`config.mk`:
```
export PLATFORM = sky130hd
export DESIGN_NAME = p_encoder_rr
export DESIGN_NICKNAME = d
export VERILOG_FILES = /design/src/rtl/p_encoder_rr.sv
export SDC_FILE = /design/constraint.sdc
export NUM_CORES = 1
export LEC_CHECK = 0
export CAP_MARGIN = 20
export CORE_MARGIN = 8
export CORE_UTILIZATION = 60
export CTS_CLUSTER_DIAMETER = 100
export DETAILED_ROUTE_END_ITERATION = 8
export DONT_BUFFER_PORTS = 1
export PLACE_DENSITY = 0.79
export SETUP_SLACK_MARGIN = 0.3
export SLEW_MARGIN = 5
export SYNTH_ARGS = -nofsm -noshare
export SYNTH_HDL_FRONTEND = slang
export SYNTH_SLANG_ARGS = --single-unit
```
`constraint.sdc`:
```
create_clock -name clk -period 3 [get_ports clk]
set_clock_uncertainty 0.1 [all_clocks]
set_input_delay 0.6 -clock clk [delete_from_list [all_inputs] [get_ports clk]]
set_output_delay 0.6 -clock clk [all_outputs]
set_load 0.05 [all_outputs]
```
`src/rtl/p_encoder_rr.sv`:
```
// p_encoder_rr: N-input priority encoder, registered one-hot/index output.
// Fixed or round-robin arbitration behind a valid/ready output slot.
module p_encoder_rr #(
  parameter int N = 8,
  parameter int W = $clog2(N)
) (
  input  logic         clk,
  input  logic         rst,
  input  logic [N-1:0] req,
  input  logic         mode,
  input  logic         out_ready,
  output logic         out_valid,
  output logic [W-1:0] idx,
  output logic [N-1:0] grant
);

  logic [W-1:0] ptr;
  logic [N-1:0] lo_mask;
  logic [N-1:0] lo_req;
  logic [W-1:0] win;
  logic         free;

  function automatic logic [W-1:0] top_bit(
    input logic [N-1:0] v
  );
    logic [W-1:0] r;
    r = '0;
    for (int i = 0; i < N; i++)
      if (v[i]) r = W'(i);
    return r;
  endfunction

  assign free = !out_valid || out_ready;

  // Mask of positions at or below ptr (first half of the RR search)
  always_comb begin
    lo_mask = '0;
    for (int i = 0; i < N; i++)
      lo_mask[i] = (W'(i) <= ptr);
  end

  // Winner: RR prefers highest bit <= ptr, else wraps to highest overall
  always_comb begin
    lo_req = req & lo_mask;
    if (mode && |lo_req)
      win = top_bit(lo_req);
    else
      win = top_bit(req);
  end

  // Output slot and RR pointer; loads only when the slot is free
  always_ff @(posedge clk) begin
    if (rst) begin
      out_valid <= 1'b0;
      idx       <= '0;
      grant     <= '0;
      ptr       <= W'(N-1);
    end else if (free) begin
      if (|req) begin
        out_valid <= 1'b1;
        idx       <= win;
        grant     <= N'(1) << win;
        if (mode)
          ptr <= (win == '0) ? W'(N-1)
                             : win - W'(1);
      end else begin
        out_valid <= 1'b0;
        idx       <= '0;
        grant     <= '0;
      end
    end
  end

endmodule

```
# --- Word level (Yosys, flattened, before mapping) ---
# Cells that the tools add are included.
totals:
  regBits: 15
  inputBits: 12
  output_inout_bits: 12
  wordCells: 41
op_classes:
  addsub: 1
  n_lt_le_gt_ge: 8
  shift: 1
  muxes: 19
  bitwise_logic: 1
  n_reduce_logical: 7
op_table:
  columns: ["cell", "n"]
  rows:
  - ["$mux W3", 15]
  - ["$reduce_or A8 Y1", 2]
  - ["$le A3 B3 Y1 const A", 4]
  - ["$and A8 B8 Y8", 1]
  - ["$mux W8", 1]
  - ["$shl A1 B3 Y8 const A", 1]
  - ["$le A1 B3 Y1 const A", 2]
  - ["$le A2 B3 Y1 const A", 2]
  - ["$logic_not A3 Y1", 1]
  - ["$mux W1", 3]
  - ["$reduce_and A3 Y1", 1]
  - ["$sub A3 B1 Y3 const B", 1]
  - ["$logic_and A1 B1 Y1", 1]
  - ["$logic_not A1 Y1", 1]
  - ["$logic_or A1 B1 Y1", 1]

# --- Longest topological paths before layout ---
# Gate-level depths: netlist of run 1.
logic_depth:
  word_depth: 12
  ltp_mapped: 9
  depth_no_buf: 8

# --- Least setup slack after synthesis of run 1 ---
# OpenSTA, ideal clock, no wires.
synth_timing:
  path_type: "input -> register"
  start: "in req[7]"
  end: "reg ptr[1]"
  setup_ps: 120
  arrival_ps: 2169
  t_required_ps: 2780
  slack_ps: 611
  path_stages: 8
  path_buffers: 0
  cell_sequence: "a21oi_1 nor2_1 o31ai_4 o211ai_1 and2_1 ha_1 and3_1 a211o_1"
synth_via:
  elab_chain_len: 6
  word_cells_on_any_way: 11
  classes_between: "1 x add/sub; 4 x mux; 1 x bitwise; 5 x reduce/logical"
synth_lines:
  columns: ["item", "line", "rtl"]
  rows:
  - ["from (decl)", "9", "input logic [N-1:0] req,"]
  - ["$and A8 B8 Y8", "44", "lo_req = req & lo_mask;"]
  - ["$reduce_or A8 Y1", "45", "if (mode && |lo_req)"]
  - ["$logic_and A1 B1 Y1", "45", null]
  - ["$mux W3", "45", null]
  - ["$sub A3 B1 Y3 / $logic_not A3 Y1 (equally long branches)", "65, 64", null]
  - ["$mux W3", "64", "ptr <= (win == '0) ? W'(N-1)"]
  - ["to (signal assigned)", "57", "ptr <= W'(N-1);"]
  - ["to (signal assigned)", "64", null]
  - ["to (decl)", "17", "logic [W-1:0] ptr;"]
# Parallel ways exist; a longest one is shown, timed or not.
# A chain may end at the register's enable or synchronous reset.

# --- Worst setup path after layout of run 1 ---
layout_timing:
  start: "reg ptr[2]"
  end: "reg ptr[1]"
layout_via:
  elab_chain_len: 12
  word_cells_on_any_way: 22
  classes_between: "1 x add/sub; 8 x order compare; 9 x mux; 1 x bitwise; 3 x reduce/logical"
layout_lines:
  columns: ["item", "line", "rtl"]
  rows:
  - ["$le A1 B3 Y1", "39", "lo_mask[i] = (W'(i) <= ptr);"]
  - ["$and A8 B8 Y8 (*)", "44", null]
  - ["$mux W1", "29", "if (v[i]) r = W'(i);"]
  - ["$mux W3 (6 in series)", "29", null]
  - ["$mux W3 (*)", "45", null]
  - ["$sub A3 B1 Y3 / $logic_not A3 Y1 (equally long branches)", "65, 64", null]
  - ["$mux W3 (*)", "64", null]
# Every way passes the cells marked *; elsewhere a longest branch is shown, timed or not.

==> results of run 1 <==
-- routing by layer --
layer  GRT usage  part of all wire  vias to the layer above
met5           0                 0                        -
met4      0.0604             0.015                        0
met3      0.0607              0.12                        5
met2       0.207              0.46                       45
met1       0.182              0.40                      386
li1            -                 -                      412
-- state kept, by name, summed over array words and instances, names as in the netlist --
name	cells
grant	8
idx	3
ptr	3
out_valid	1
-- layout make-up --
cell class | instances | share of cell area
Multi-Input combinational cell | 82 | 0.619
Tap cell | 16 | 0.0198
Timing Repair Buffer | 3 | 0.0223
Sequential cell | 15 | 0.297
Clock buffer | 3 | 0.0223
Clock inverter | 1 | 0.00495
Inverter | 4 | 0.0149
-- power breakdown --
group          internal [mW]  switching, mW  total, mW
clock network         0.0497         0.0720      0.122
registers              0.214         0.0569      0.271
logic                 0.0527         0.0638      0.117
total                  0.317          0.193      0.509
-- stage by stage --
| stage | total power, mW | setup slack [ns] | area [sq um] | cells | util |
|---|---|---|---|---|---|
| 4_1_cts | 0.510 | 0.490 | 1010 | 124 | 0.663 |
| 3_3_place_gp | 0.386 | 0.490 | 983 | 120 | 0.645 |
| 6_report | 0.509 | 0.481 | 1010 | 124 | 0.663 |
| 5_1_grt | 0.534 | 0.341 | 1010 | 124 | 0.663 |
| 2_1_floorplan | 0.374 | 0.611 | 996 | 108 | - |
| 3_5_place_dp | 0.391 | 0.468 | 983 | 120 | 0.645 |
-- placed cells by master, fill, tap and decap left out, types with 3 or more instances in the layout --
master    count
nor2b_1       4
ha_1          5
dfxtp_1      15
a21oi_1       4
nor3_1        4
buf_4         3
nand3_1       3
o21ai_0       3
clkbuf_4      3
nor2_1       13
a32oi_1       9
nand2_1       6
inv_1         4
-- worst paths after layout --
path	cells past startpoint	end	slack, ns
min reg2reg	2	ptr[0]	0.58
max	8	ptr[1]	0.48
min	1	grant[1]	0.26
max reg2reg	8	ptr[1]	0.48
-- logic make-up (layout without fill, tap and decap cells) --
logic type / Yosys count / in the layout / synth area share
AO/OA/AOI/OAI: 37 / 37 / 0.333
adder cells (fa/ha/maj): 5 / 5 / 0.0628
buffers and inverters: 11 / 11 / 0.0703
flip-flops: 15 / 15 / 0.302
multiplexers: 1 / 1 / 0.0151
AND/OR/NAND/NOR: 39 / 39 / 0.217
==> out/metrics.csv, run 1 <==
stage,metric,value,unit
outcome,outcome,completed,
worst_hold_path,hold_start,rst,
routing,routed-via-count,848,
clock_network,cts_resized,0,
clock_network,clock_sinks,15,
cells_and_area,fin_nets,126,
flow_run,cap_viol_max_count,0,
die,start_util,0.654,
synthesis,synth.distinct_cells,43,
critical_path,critPathMaxFanout,12,
synthesis,seq_area_frac_synth,0.302,
grt,overflow,0,
clock_network,clockBufferDepth,2,
routing,remaining_drc_errors,0,
critical_path,crit_type,reg2reg,
synthesis,syn-mean-instance-area,9.22,sq um
synthesis,synth_flop_cell,dfxtp_1,
routing,viasPerCell,6.84,
clock_network,cts_tree,done,
cells_and_area,regArea,300,sq um
critical_path,crit_slowest_cell,dfxtp_1,
sta,rsz0062_at_grt,false,
sta,finalCritPeriodShare,0.840,
sta,slew_headroom,0.644,
synthesis,yosysTopAreaCellShare,0.302,
critical_path,critPathTopFamily,compound AO/OA/AOI/OAI gates,
pwr,p_leak,0.397,nW
place,gp_congestion,0.845,
cells_and_area,n_fill_cell,130,
grt,grt_max_degree,19,
critical_path,path_buf_inv,0,
pwr,ir_worst_vdd,0.268,mV
cells_and_area,multi_input_area,626,sq um
place,port_buffers,0,
routing,drt-total-wl,2370,um
clock_network,cts_hold_buf,0,
cells_and_area,diodes,0,
die,die_h,56.7,um
synthesis,synth.net_count,125,
clock_network,clk_latency,0.30,ns
grt,antenna_found_initial,0,
critical_path,r2r-start,ptr[2],
die,num_io_pins,24,
synthesis,synthCells,108,
pwr,p_per_area,504,nW/um^2
critical_path,cp_data_arrival_time,2.62,ns
die,die_w,56.7,um
clock_network,cts-buffers-inserted,3,
critical_path,start_kind,flop,
clock_network,postCtsSetupRepairBufs,0,
synthesis,ys_top_cells_by_area,"dfxtp_1, a32oi_1, ha_1",
sta,timing.hold.ws,0.260,ns
grt,grt_usage,0.144,
clock_network,clk_pin_slew,0.10,ns
routing,drtIter0Drc,29,
sta,final_max_slew_viol_count,0,
critical_path,required,3.10,ns
synthesis,yosysTopAreaCell,dfxtp_1,
worst_hold_path,hold_class,in2reg,
critical_path,startpoint,ptr[2],
synthesis,yosysWarnings,0,
sta,setup_viol,0,
critical_path,path_cells,nor4_2 -> o22ai_2 -> o31ai_4 -> o211ai_1 -> and2_1 -> ha_1 -> and3_1 -> a211o_1,
clock_network,clockRootBuffer,clkbuf_4,
die,placeableCoreArea,1520,sq um
synthesis,synth-edff-count,0,
place,dpl.hpwl,1790,um
cells_and_area,drive_above_1_share,0.176,
synthesis,yosys-top-cells-count,"dfxtp_1, nor2_1, a32oi_1",
routing,dr.pass1.iters,6,
synthesis,synth_most_common_cell,dfxtp_1,
cells_and_area,syn_to_final_growth,1.51,%
critical_path,critPathMaxStageDelay,0.46,ns
synthesis,ys_seq_elements,15,
synthesis,async_flop_share,0,
sta,worstMarginPinSlew,0.533,ns
die,die_area,3220,sq um
routing,wl_per_cell,19.1,um
routing,ant_nets,0,
clock_network,cts-htree-levels,1,
grt,grt_pass1_vias,763,
sta,min_period,2.52,ns
grt,grt_pass1_wl,3850,um
sta,tns,0,ns
sta,finalHoldViolations,0,
sta,fmax,397,MHz
die,row_count,14,
critical_path,crit_path_end_kind,flop,
synthesis,synth_area,996,sq um
Power figures use the tool's default switching activity.
==> run 2, diff against run 1 <==
==> constraint.sdc (replaced) <==
create_clock -name clk -period 2.4 [get_ports clk]
set_clock_uncertainty 0.1 [all_clocks]
set_input_delay 0.48 -clock clk [delete_from_list [all_inputs] [get_ports clk]]
set_output_delay 0.48 -clock clk [all_outputs]
set_load 0.05 [all_outputs]
==> run 2 against run 1 <==
  * Via count rose by 12%
  * Hold slack got worse by 0.12 ns
  * Core utilization is 12 points higher
  * Sequential cell count unchanged
  * Critical path depth up 1
  * Final cell count rose by 10%
  * Worst setup slack worse by 0.42 ns
  * Die area stayed put
  * Critical path type unchanged
  * Highest routed layer unchanged
==> out/metrics.csv, run 2 (synthesis gave the netlist of run 1 again) <==
stage,metric,value,unit
outcome,outcome,completed,
grt,grt_usage,0.169,
pwr,power_frac_comb,0.299,
cells_and_area,largest_reg_flops,8,
place,dpl_cell_area,1030,sq um
critical_path,start_kind,flop,
cells_and_area,top_regs,"grant (8), idx (3), ptr (3)",
routing,viasPerCell,6.93,
clock_network,clockRootBuffer,clkbuf_4,
die,placeableCoreArea,1520,sq um
sta,finalCritPeriodShare,0.977,
pwr,clock_power_share,0.215,
critical_path,crit_type,reg2reg,
flow_run,cap_viol_max_count,0,
cells_and_area,final_util,0.787,
pwr,power_frac_seq,0.486,
place,port_buffers,0,
critical_path,reg2reg_slack,0.06,ns
sta,slew_headroom,0.574,
critical_path,cp_data_arrival_time,2.43,ns
pwr,p_per_area,579,nW/um^2
die,start_util,0.654,
critical_path,crit_path_end_kind,flop,
grt,antenna_found_initial,0,
die,num_io_pins,24,
routing,routed-via-count,949,
critical_path,critPathMaxStageDelay,0.40,ns
grt,grt_pass1_wl,4500,um
grt,grt_pass1_vias,941,
routing,dr.pass1.iters,4,
clock_network,clk_latency,0.29,ns
sta,min_period,2.34,ns
cells_and_area,fin_nets,139,
clock_network,clockBufferDepth,2,
sta,rsz0062_at_grt,true,
routing,ant_nets,0,
routing,drtIter0Drc,38,
clock_network,cts-htree-levels,1,
grt,grt_max_degree,19,
pwr,p_sw_frac,0.376,
cells_and_area,syn_to_final_growth,20.5,%
pwr,p_int,0.434,mW
cells_and_area,drive_above_1_share,0.380,
critical_path,path_cells,o21a_4 -> buf_4 -> o21ai_0 -> nand3_1 -> a21o_1 -> and2_4 -> ha_4 -> and3_4 -> a211o_1,
routing,remaining_drc_errors,0,
sta,final_max_slew_viol_count,0,
worst_hold_path,hold_class,in2reg,
place,dpl.hpwl,1820,um
clock_network,cts-buffers-inserted,3,
cells_and_area,final_cell_mix,"buf_4, nor2_1, dfxtp_1, a32oi_1, nand2_1",
die,row_count,14,
clock_network,clock_sinks,15,
sta,fmax,427,MHz
pwr,switching_power,0.261,mW
sta,finalHoldViolations,0,
cells_and_area,regMostFlops,grant,
place,post-place-ws,0.00196,ns
sta,setup_viol,0,
grt,overflow,0,
sta,fin_ws,0.0561,ns
routing,drt-total-wl,2780,um
critical_path,required,2.49,ns
clock_network,cts_hold_buf,0,
pwr,ir_worst_vdd,0.550,mV
clock_network,clk_pin_slew,0.09,ns
sta,worstMarginPinSlew,0.636,ns
cells_and_area,design_area,1200,sq um
critical_path,crit_slowest_cell,dfxtp_4,
die,die_w,56.7,um
pwr,power,0.695,mW
clock_network,cts_tree,done,
place,gp_congestion,0.847,
cells_and_area,layout_commonest_cell,buf_4,
sta,timing.hold.ws,0.145,ns
routing,wl_per_cell,20.3,um
die,die_area,3220,sq um
pwr,p_leak,0.477,nW
die,die_h,56.7,um
cells_and_area,diodes,0,
critical_path,critPathMaxFanout,7,
==> run 2: cell type report <==
class / instances / area [sq um]
clock buffer: 3 / 22.5
clock inverter: 1 / 5.00
fill: 99 / 324
inverter: 4 / 15.0
multi-input combinational: 82 / 706
sequential: 15 / 312
tap: 16 / 20.0
timing repair buffer: 16 / 120
==> run 2: final timing paths <==
path / from / cells past startpoint / end
max: ptr[0] / 9 / ptr[1]
min: rst / 1 / grant[0]
max reg2reg: ptr[0] / 9 / ptr[1]
min reg2reg: ptr[2] / 2 / ptr[2]
==> run 2: routing by layer <==
metal	track usage	wire length, um
met1	0.193	1110
met2	0.257	1310
met3	0.0697	266
met4	0.0973	87
met5	0	0
==> run 2: stage by stage <==
stage          TNS, ns  instances
2_1_floorplan        0        108
4_1_cts              0        133
5_1_grt        -0.0221        137
3_3_place_gp         0        121
6_report             0        137
3_5_place_dp         0        121
==> run 2: what timing repair did <==
| item | in CTS | in global routing |
|---|---|---|
| gates resized for setup | 6 | 8 |
| endpoints found under the setup margin | 11 | 11 |
| pin swaps | 5 | 3 |
| buffers inserted | 8 | 4 |
==> run 2: worst max-delay path: cells and delay by family, from the launching register on <==
| family | cells | cell delay [ns] |
|---|---|---|
| AO/OA/AOI/OAI | 4 | 0.91 |
| adder cells (fa/ha/maj) | 1 | 0.20 |
| buffers and inverters | 1 | 0.13 |
| flip-flops | 1 | 0.40 |
| AND/OR/NAND/NOR | 3 | 0.49 |
==> run 2: power groups by stage <==
stage | clock network (mW) | logic, mW | registers (mW)
after global routing | 0.164 | 0.227 | 0.341
final | 0.150 | 0.208 | 0.338
after detailed placement | 0 | 0.159 | 0.344
after floorplan | 0 | 0.150 | 0.332
after CTS | 0.155 | 0.178 | 0.337
after global placement | 0 | 0.156 | 0.343
==> run 3, diff against run 2 <==
--- a/config.mk
+++ b/config.mk
@@ -11,6 +11,7 @@
 export CTS_CLUSTER_DIAMETER = 100
 export DETAILED_ROUTE_END_ITERATION = 8
 export DONT_BUFFER_PORTS = 1
+export GPL_ROUTABILITY_DRIVEN = 0
 export PLACE_DENSITY = 0.79
 export SETUP_SLACK_MARGIN = 0.3
 export SLEW_MARGIN = 5
==> constraint.sdc (replaced) <==
create_clock -name clk -period 2.4 [get_ports clk]
set_clock_uncertainty 0.1 [all_clocks]
set_input_delay 0.36 -clock clk [delete_from_list [all_inputs] [get_ports clk]]
set_output_delay 0.36 -clock clk [all_outputs]
set_load 0.05 [all_outputs]
==> run 3 against run 2 <==
  * Via count fell by 1.1%
  * Cell area is 0.10% lower
  * Critical endpoint unchanged
  * Maximum frequency is 5.1% higher
  * Largest power group unchanged
  * Largest cell class unchanged
  * Register-to-register slack better by 0.11 ns
  * Clock-buffer cell count did not move
  * Worst setup slack better by 0.11 ns
==> out/metrics.csv, run 3 (synthesis gave the netlist of run 1 again) <==
stage,metric,value,unit
critical_path,crit_slowest_cell,dfxtp_4,
critical_path,crit_type,reg2reg,
sta,finalCritPeriodShare,0.930,
outcome,outcome,completed,
critical_path,crit_path_end_kind,flop,
sta,slew_headroom,0.644,
pwr,ir_worst_vdd,0.447,mV
routing,wl_per_cell,18.9,um
sta,setup_viol,0,
die,num_io_pins,24,
cells_and_area,largest_reg_flops,8,
grt,grt_usage,0.167,
worst_hold_path,hold_class,in2reg,
clock_network,clock_sinks,15,
pwr,p_leak,0.465,nW
cells_and_area,instances_no_fill,137,
place,port_buffers,0,
die,die_h,56.7,um
critical_path,critPathMaxStageDelay,0.38,ns
cells_and_area,fin_nets,139,
clock_network,clk_latency,0.30,ns
sta,fmax,448,MHz
critical_path,critPathTopFamily,compound AO/OA/AOI/OAI gates,
flow_run,cap_viol_max_count,0,
grt,grt_pass1_wl,4530,um
die,row_count,14,
cells_and_area,regMostFlops,grant,
cells_and_area,syn_to_final_growth,20.4,%
critical_path,critPathMaxFanout,5,
clock_network,clockRootBuffer,clkbuf_4,
sta,rsz0062_at_grt,true,
sta,finalHoldViolations,0,
grt,grt_max_degree,19,
pwr,power,0.696,mW
cells_and_area,n_fill_cell,107,
die,die_area,3220,sq um
routing,drt-total-wl,2600,um
sta,tns,0,ns
pwr,p_per_area,581,nW/um^2
routing,dr.pass1.iters,4,
grt,antenna_found_initial,0,
routing,drtIter0Drc,35,
clock_network,cts-htree-levels,1,
critical_path,required,2.50,ns
sta,worstMarginPinSlew,0.533,ns
sta,min_period,2.23,ns
critical_path,cp_data_arrival_time,2.33,ns
critical_path,path_cells,o21a_4 -> o21a_4 -> o31ai_4 -> mux2_4 -> ha_4 -> and3_4 -> a211o_1,
grt,grt_pass1_vias,927,
die,start_util,0.654,
routing,ant_nets,0,
grt,overflow,0,
routing,viasPerCell,6.85,
cells_and_area,final_cell_mix,"buf_4, nor2_1, dfxtp_1, a32oi_1, nand2_1",
critical_path,path_buf_inv,0,
clock_network,cts_hold_buf,0,
die,placeableCoreArea,1520,sq um
cells_and_area,diodes,0,
cells_and_area,drive_above_1_share,0.372,
sta,final_max_slew_viol_count,0,
critical_path,start_kind,flop,
place,dpl.hpwl,1740,um
clock_network,clockBufferDepth,2,
clock_network,clk_pin_slew,0.10,ns
clock_network,cts-buffers-inserted,3,
cells_and_area,layout_commonest_cell,buf_4,
critical_path,cp_common_cell,o21a_4,
die,die_w,56.7,um
place,placed_cells,122,
routing,remaining_drc_errors,0,
clock_network,cts_tree,done,
cells_and_area,top_regs,"grant (8), idx (3), ptr (3)",
routing,routed-via-count,939,
## run 3: worst register-to-register path, cell delays in order (launching register included)
cell and delay [ns]:
dfxtp_4 0.38, o21a_4 0.22, o21a_4 0.20, o31ai_4 0.27
mux2_4 0.38, ha_4 0.22, and3_4 0.14, a211o_1 0.21
## run 3: per-layer routing
layer  vias up  wire (um)  track usage  part of all wire
li1        435          -            -                 -
met1       463       1110        0.208              0.43
met2        39       1190        0.252              0.46
met3         2        267       0.0652              0.10
met4         0         21       0.0604            0.0081
met5         -          0            0                 0
## run 3: layout make-up
type,instances,area (sq um),share of cell area
Clock buffer,3,22.5,0.0188
Clock inverter,1,5.00,0.00418
Inverter,4,15.0,0.0125
Multi-Input combinational cell,82,704,0.588
Sequential cell,15,312,0.260
Tap cell,16,20.0,0.0167
Timing Repair Buffer,16,120,0.100
## run 3: power by group
group / switching [mW] / internal (mW) / total [mW]
registers: 0.0667 / 0.268 / 0.335
logic: 0.103 / 0.102 / 0.205
clock network: 0.0934 / 0.0622 / 0.156
total: 0.263 / 0.433 / 0.696
## run 3: repair_timing
action                                  in CTS  in global routing
pin swaps                                    7                  3
gates resized for setup                      7                  7
buffers inserted                             9                  2
endpoints found under the setup margin      11                 11
## run 3: final timing paths
kind	from	slack (ns)	depth (start not counted)	endpoint
worst max-delay path	ptr[1]	0.17	7	ptr[1]
worst max register to register	ptr[1]	0.17	7	ptr[1]
worst min-delay path	rst	0.02	1	grant[7]
worst min register to register	ptr[2]	0.48	2	ptr[2]
## run 3: through the flow
step	util	area (sq um)	setup slack, ns	hold slack, ns
after detailed placement	0.686	1050	0.0489	0.337
after CTS	0.758	1150	0.178	0.0268
final	0.787	1200	0.169	0.0182
after global placement	0.686	1050	0.0534	0.336
after floorplan	-	1040	0.186	0.462
after global routing	0.787	1200	0.102	-0.00184
